### src/rtl/pll_lock_reset_seq_if.sv
// Lock-flag / design-reset bundle between the PLL lock sequencer and its consumers.
interface pll_lock_reset_seq_if #(
  parameter int LOSS_W = 8
);
  logic              locked_in;
  logic              rst_out;
  logic              ready;
  logic [LOSS_W-1:0] lock_loss_count;
  logic [1:0]        state;

  modport master (input locked_in, output rst_out, ready, lock_loss_count, state);
  modport slave  (output locked_in, input rst_out, ready, lock_loss_count, state);
endinterface

### src/rtl/pll_lock_reset_seq.sv
// Synchronises the raw PLL lock flag, qualifies it, and sequences a registered design
// reset that only releases after stable lock; counts RUN->WAIT_LOCK lock losses.
module pll_lock_reset_seq #(
  parameter int SYNC_STAGES   = 2,
  parameter int STABLE_CYCLES = 1024,
  parameter int HOLD_CYCLES   = 16,
  parameter int CNT_W         = 16,
  parameter int LOSS_W        = 8
) (
  input  logic                  clock,
  input  logic                  reset_n,
  pll_lock_reset_seq_if.master  bus
);

  localparam logic [1:0] WAIT_LOCK = 2'd0;
  localparam logic [1:0] QUALIFY   = 2'd1;
  localparam logic [1:0] HOLD      = 2'd2;
  localparam logic [1:0] RUN       = 2'd3;

  localparam logic [CNT_W-1:0]  STABLE_LAST = CNT_W'(STABLE_CYCLES - 1);
  localparam logic [CNT_W-1:0]  HOLD_LAST   = CNT_W'(HOLD_CYCLES - 1);
  localparam logic [LOSS_W-1:0] LOSS_MAX    = '1;

  logic [SYNC_STAGES-1:0] sync_q;
  logic                   locked_s;
  logic [1:0]             state_q, state_d;
  logic [CNT_W-1:0]       cnt_q, cnt_d;
  logic [LOSS_W-1:0]      loss_q, loss_d;
  logic                   rst_q, rdy_q;

  // Only this shift register touches the asynchronous lock flag.
  always_ff @(posedge clock or negedge reset_n) begin
    if (!reset_n) sync_q <= '0;
    else          sync_q <= {sync_q[SYNC_STAGES-2:0], bus.locked_in};
  end

  assign locked_s = sync_q[SYNC_STAGES-1];

  always_comb begin
    state_d = state_q;
    cnt_d   = '0;
    loss_d  = loss_q;
    case (state_q)
      WAIT_LOCK: begin
        if (locked_s) state_d = QUALIFY;
      end
      QUALIFY: begin
        if (!locked_s)                  state_d = WAIT_LOCK;
        else if (cnt_q == STABLE_LAST)  state_d = HOLD;
        else                            cnt_d   = cnt_q + 1'b1;
      end
      HOLD: begin
        if (!locked_s)                state_d = WAIT_LOCK;
        else if (cnt_q == HOLD_LAST)  state_d = RUN;
        else                          cnt_d   = cnt_q + 1'b1;
      end
      default: begin
        if (!locked_s) begin
          state_d = WAIT_LOCK;
          if (loss_q != LOSS_MAX) loss_d = loss_q + 1'b1;
        end
      end
    endcase
  end

  // Outputs are flops fed from state_d so they change on the same edge as state_q.
  always_ff @(posedge clock or negedge reset_n) begin
    if (!reset_n) begin
      state_q <= WAIT_LOCK;
      cnt_q   <= '0;
      loss_q  <= '0;
      rst_q   <= 1'b1;
      rdy_q   <= 1'b0;
    end else begin
      state_q <= state_d;
      cnt_q   <= cnt_d;
      loss_q  <= loss_d;
      rst_q   <= (state_d != RUN);
      rdy_q   <= (state_d == RUN);
    end
  end

  assign bus.rst_out         = rst_q;
  assign bus.ready           = rdy_q;
  assign bus.lock_loss_count = loss_q;
  assign bus.state           = state_q;

endmodule

### src/flat_wrapper.sv
// flat-port wrapper written by rule: the top's interface ports become plain ports
module pll_lock_reset_seq_flat 
#(
  parameter int SYNC_STAGES   = 2,
  parameter int STABLE_CYCLES = 1024,
  parameter int HOLD_CYCLES   = 16,
  parameter int CNT_W         = 16,
  parameter int LOSS_W        = 8
)
  (clock, reset_n, bus_locked_in, bus_rst_out, bus_ready, bus_lock_loss_count, bus_state);
  pll_lock_reset_seq_if #(.LOSS_W(LOSS_W)) bus_i ();
  input  logic clock;
  input  logic reset_n;
  input wire logic [$bits(bus_i.locked_in)-1:0] bus_locked_in;
  output wire logic [$bits(bus_i.rst_out)-1:0] bus_rst_out;
  output wire logic [$bits(bus_i.ready)-1:0] bus_ready;
  output wire logic [$bits(bus_i.lock_loss_count)-1:0] bus_lock_loss_count;
  output wire logic [$bits(bus_i.state)-1:0] bus_state;
  assign bus_i.locked_in = bus_locked_in;
  assign bus_rst_out = bus_i.rst_out;
  assign bus_ready = bus_i.ready;
  assign bus_lock_loss_count = bus_i.lock_loss_count;
  assign bus_state = bus_i.state;
  pll_lock_reset_seq #(.SYNC_STAGES(SYNC_STAGES), .STABLE_CYCLES(STABLE_CYCLES), .HOLD_CYCLES(HOLD_CYCLES), .CNT_W(CNT_W), .LOSS_W(LOSS_W)) u_core (.clock(clock), .reset_n(reset_n), .bus(bus_i));
endmodule
### config.mk
export PLATFORM = sky130hd
export DESIGN_NAME = pll_lock_reset_seq_flat
export DESIGN_NICKNAME = d
export VERILOG_FILES = /design/src/rtl/pll_lock_reset_seq_if.sv /design/src/rtl/pll_lock_reset_seq.sv /design/src/flat_wrapper.sv
export SDC_FILE = /design/constraint.sdc
export NUM_CORES = 1
export LEC_CHECK = 0
export ABC_AREA = 0
export CORE_MARGIN = 8
export CORE_UTILIZATION = 54
export CTS_BUF_LIST = sky130_fd_sc_hd__clkbuf_4 sky130_fd_sc_hd__clkbuf_8 sky130_fd_sc_hd__clkbuf_16
export DETAILED_ROUTE_END_ITERATION = 12
export GPL_TIMING_DRIVEN = 0
export MAX_ROUTING_LAYER = met4
export PLACE_DENSITY = 0.76
export SLEW_MARGIN = 5
export SYNTH_ARGS = -nofsm -noshare
export SYNTH_HDL_FRONTEND = slang
export SYNTH_SLANG_ARGS = --single-unit
### constraint.sdc
create_clock -name clock -period 2.84 [get_ports clock]
set_input_delay 0.852 -clock clock [delete_from_list [all_inputs] [get_ports clock]]
set_output_delay 0.852 -clock clock [all_outputs]
set_load 0.02 [all_outputs]
Yosys cells after proc, flatten, opt, wreduce, memory -nomap -nowiden

Cells that the tools add are included.

Bits in registers: 30
Bits of input ports: 3
Logic and storage cells: 32

Add/sub/neg operators: 2
Equal/unequal tests: 7
Mux-type cells: 12
Bitwise operators: 2
Reductions and logical operators: 3

Operator list:

| operator                                        | count |
|---|---|
| 2-to-1 mux 16 bit                               | 4 |
| case mux 16 bit (2 select lines)                | 1 |
| adder 16 x 1 -> 16 bit, second input constant   | 1 |
| == test 16 x 10 -> 1 bit, second input constant | 1 |
| == test 16 x 4 -> 1 bit, second input constant  | 1 |
| 2-to-1 mux 2 bit                                | 6 |
| adder 8 x 1 -> 8 bit, second input constant     | 1 |
| inequality test 8 bit, second input constant    | 1 |
| case mux 2 bit (3 select lines)                 | 1 |
| == test 2 bit, second input constant            | 2 |
| AND reduction 3 bit                             | 1 |
| OR reduction 3 bit                              | 1 |
| == test 2 x 1 -> 1 bit, second input constant   | 1 |
| zero test 2 bit                                 | 1 |
| inequality test 2 bit, second input constant    | 1 |
| NOT 1 bit                                       | 2 |

Longest topological paths before layout

Depth in word-level cells: 5
Gate-level depth with buffers: 7

Worst setup path before layout

OpenSTA, ideal clock, no wires.

Path type: flip-flop to flip-flop
From: register u_core.loss_q[0], in the netlist u_core.bus.lock_loss_count[0]
To: register u_core.loss_q[1], in the netlist u_core.bus.lock_loss_count[1]
Data arrival time: 1.687 ns
Data required time: 2.715 ns
Slack: 1.028 ns
Stages on the path, launching flop included: 5
Period minus slack after synthesis: 1.812 ns
Cell sequence: dfrtp_1 -> ha_1 -> nand2_1 -> o311ai_2 -> mux2_2

Longest elaborated chain between the ends: 2
Elaborated cells between the ends (all ways): 3
Those cells by class: add/sub: 1; eq/ne: 1; reduce/logical: 1

RTL lines:

| element                                                                      | RTL line                 | text |
|---|---|---|
| from (decl)                                                                  | pll_lock_reset_seq.sv:28 | `logic [LOSS_W-1:0] loss_q, loss_d;` |
| from (signal assigned)                                                       | pll_lock_reset_seq.sv:77 | `loss_q <= loss_d;` |
| parallel branches: the longest is 2 deep, another holds adder 8 x 1 -> 8 bit | --                       |  |

Several ways; the timed one is not identified.
A chain may end at the register's enable or synchronous reset.

Final worst setup path

From: register u_core.state_q[0], in the netlist u_core.bus.state[0]
To: output bus_state[0]

RTL lines:

| element                | RTL line                 | text |
|---|---|---|
| from (decl)            | pll_lock_reset_seq.sv:26 | `logic [1:0] state_q, state_d;` |
| from (signal assigned) | pll_lock_reset_seq.sv:75 | `state_q <= state_d;` |
| to (decl)              | flat_wrapper.sv:18       | `output wire logic [$bits(bus_i.state)-1:0] bus_state;` |

No word-level cell between the ends.

==> flow_metrics.tcl <==
set metrics [dict create \
    antenna_found_initial 0 \
    route.final.wire_length_um 3150 \
    cts_buffers 5 \
    rr_worst_depth 7 \
    vdd_ir_drop_max_v 0.000370 \
    worstPathRequired_ns 1.99 \
    groute.usage.overall_pct 13.9 \
    rr_startpoint "u_core.cnt_q[0]" \
    crit_path_end_kind "output pin" \
    worstHoldEndpoint "u_core.sync_q[1]" \
    drtIter0Drc 65 \
    timing_hold_violations_final 0 \
    min_from "u_core.sync_q[0]" \
    reg2reg_slack_ns 0.76 \
    final_common_cell "dfrtp_1" \
    synth_cell_types 34 \
    area_growth_pct 15.1 \
    viasPerCell 5.89 \
    dr.pass1.iters 4 \
    ios 15 \
    utilization_pct 65.7 \
    die_x_um 70.0 \
    max_clock_freq_ghz 0.427 \
    synth_area_leaders "dfrtp_1, xor2_1, ha_1" \
    tightest_slew_ns 0.663 \
    grt_max_degree 31 \
    clk_latency_ns 0.34 \
    htreeDepth 2 \
    p_per_area_mw_per_mm2 497 \
    diodes 0 \
    cts.sinks 30 \
    cts_resized 0 \
    clockRootBuffer "clkbuf_4" \
    p_leak_nw 0.769 \
    cap_violations 0 \
    yosysTopAreaCellShare_pct 46.1 \
    min_period_ns 2.34 \
    finalCritPeriodShare_pct 82.4 \
    slew_headroom_pct 55.8 \
    cts_buffer_depth 2 \
    cp_cell_sequence "clkdlybuf4s50_1" \
    synth-seq-cells 30 \
    layout_common_cells "dfrtp_1, a21oi_1, clkdlybuf4s50_1, nand3_1, xor2_1" \
    status "finished, final reports clean" \
    grt_setup_unrepaired "false" \
    hp-class "register to register" \
    cp_num_cells 1 \
    yosysWarnings 0 \
    wl_per_cell_um 15.6 \
    placedCellCount 194 \
    slowest_stage "clkdlybuf4s50_1" \
    finalNonFillerCells 202 \
    num-nets-final 180 \
    worst_hold_slack_ns 0.360 \
    cp.arrival_ns 1.49 \
    fin_skew_ns 0.0154 \
    core_area_mm2 0.00276 \
    port_buffers 14 \
    cts_setup_buffers 0 \
    clk_pin_slew_worst_paths_ns 0.10 \
    holdBufCountCts 0 \
    num_rows 19 \
    cp_max_fo 8 \
    synthesis.nets 159 \
    gp_congestion 0.873 \
    synth_top_cell_by_area "dfrtp_1" \
    start_util_pct 57.0 \
    setup_viol 0 \
    syn_inst 149 \
    via_count 1189 \
    hold_depth 0 \
    synthArstFlopShare_pct 100 \
    worstReg2RegEnd "u_core.cnt_q[13]" \
    synth-main-ff-cell "dfrtp_1" \
    seq_area_frac_synth_pct 47.8 \
    start_kind "register" \
    place_hpwl_um 2240 \
    overflow 0 \
    synth-edff-count 0 \
    netlist_area_mm2 0.00157 \
    die_h_um 70.0 \
    drc 0 \
    grt_pass1_wl_um 5530 \
    path_delay_family "buffers and inverters" \
    critPathMaxStageDelay_ns 0.66 \
    avgSynthCellArea_um2 10.6 \
    drv_slew 0 \
    cts_tree "yes" \
    fin_tns_setup_ns 0 \
    drive_gt1_share_pct 11.7 \
    critPathKind "register to output pin" \
    ant_nets 0 \
    first_global_vias 1204 \
    fp.dieArea_mm2 0.00490 \
    crit_buf_inv 1 \
]
## layout make-up
type	instances	area, um2
Fill cell	216	947
Multi-Input combinational cell	110	772
Sequential cell	30	752
Timing Repair Buffer	14	135
Clock buffer	7	58.8
Tap cell	31	38.8
Buffer	4	30.0
Inverter	5	18.8
Clock inverter	1	5.00
## how the worst max path moves through the flow
stage                                        startpoint                       endpoint  slack [ns]
after detailed placement                        reset_n  u_core.bus.lock_loss_count[3]        0.38
after CTS                           u_core.bus.state[0]                   bus_state[0]        0.49
after global routing                u_core.bus.state[0]                   bus_state[0]        0.45
after global placement                          reset_n  u_core.bus.lock_loss_count[3]        0.41
final                               u_core.bus.state[0]                   bus_state[0]        0.50
after floorplan           u_core.bus.lock_loss_count[0]  u_core.bus.lock_loss_count[1]        1.03
## layer usage
layer  vias to the layer above  global-route usage, %  wire length (um)
li1                        582                      -                 -
met1                       569                   16.5              1510
met2                        31                   20.3              1460
met3                         7                   3.95               122
met4                         0                   8.71                59
met5                         -                      -                 0
## logic make-up (layout without fill, tap and decap cells)
group | Yosys count | count (layout) | synth area share (%)
AOI/OAI and AO/OA | 26 | 26 | 11.4
muxes | 2 | 2 | 1.43
DFF | 30 | 30 | 47.8
buffers and inverters | 9 | 31 | 3.10
and+or+nand+nor | 55 | 55 | 19.6
adders and majority gates | 7 | 7 | 5.57
xor gates and xnor gates | 20 | 20 | 11.1
## synthesized netlist by cell type (2+ instances only)
master / instances
a21oi_1: 14
nand3_1: 12
mux2_2: 2
nand2_1: 10
nor2_1: 7
nor4_1: 4
dfrtp_1: 29
ha_1: 7
xnor2_1: 9
and3_1: 4
buf_4: 2
xor2_1: 11
nand4_1: 7
nor3_1: 5
o21ai_0: 3
inv_1: 5
## sequential cells by signal (all words and copies together) (netlist names)
| signal | flops |
|---|---|
| u_core.bus.rst_out | 1 |
| u_core.bus.state | 2 |
| u_core.bus.ready | 1 |
| u_core.cnt_q | 16 |
| u_core.sync_q | 2 |
| u_core.bus.lock_loss_count | 8 |
## metrics by stage
stage               setup WS (ns)  area (um2)  total power, W
floorplan                    1.03        1570        0.000576
CTS                         0.485        1820        0.000907
global placement            0.414        1750        0.000622
global route                0.446        1810        0.000950
detailed placement          0.379        1750        0.000628
finish                      0.499        1810        0.000900
## report_power, final
group / internal, W / switching (W)
Clock: 0.000129 / 0.000149
Sequential: 0.000440 / 0.0000238
Combinational: 0.0000654 / 0.0000921
(Power assumes the default switching activity.)
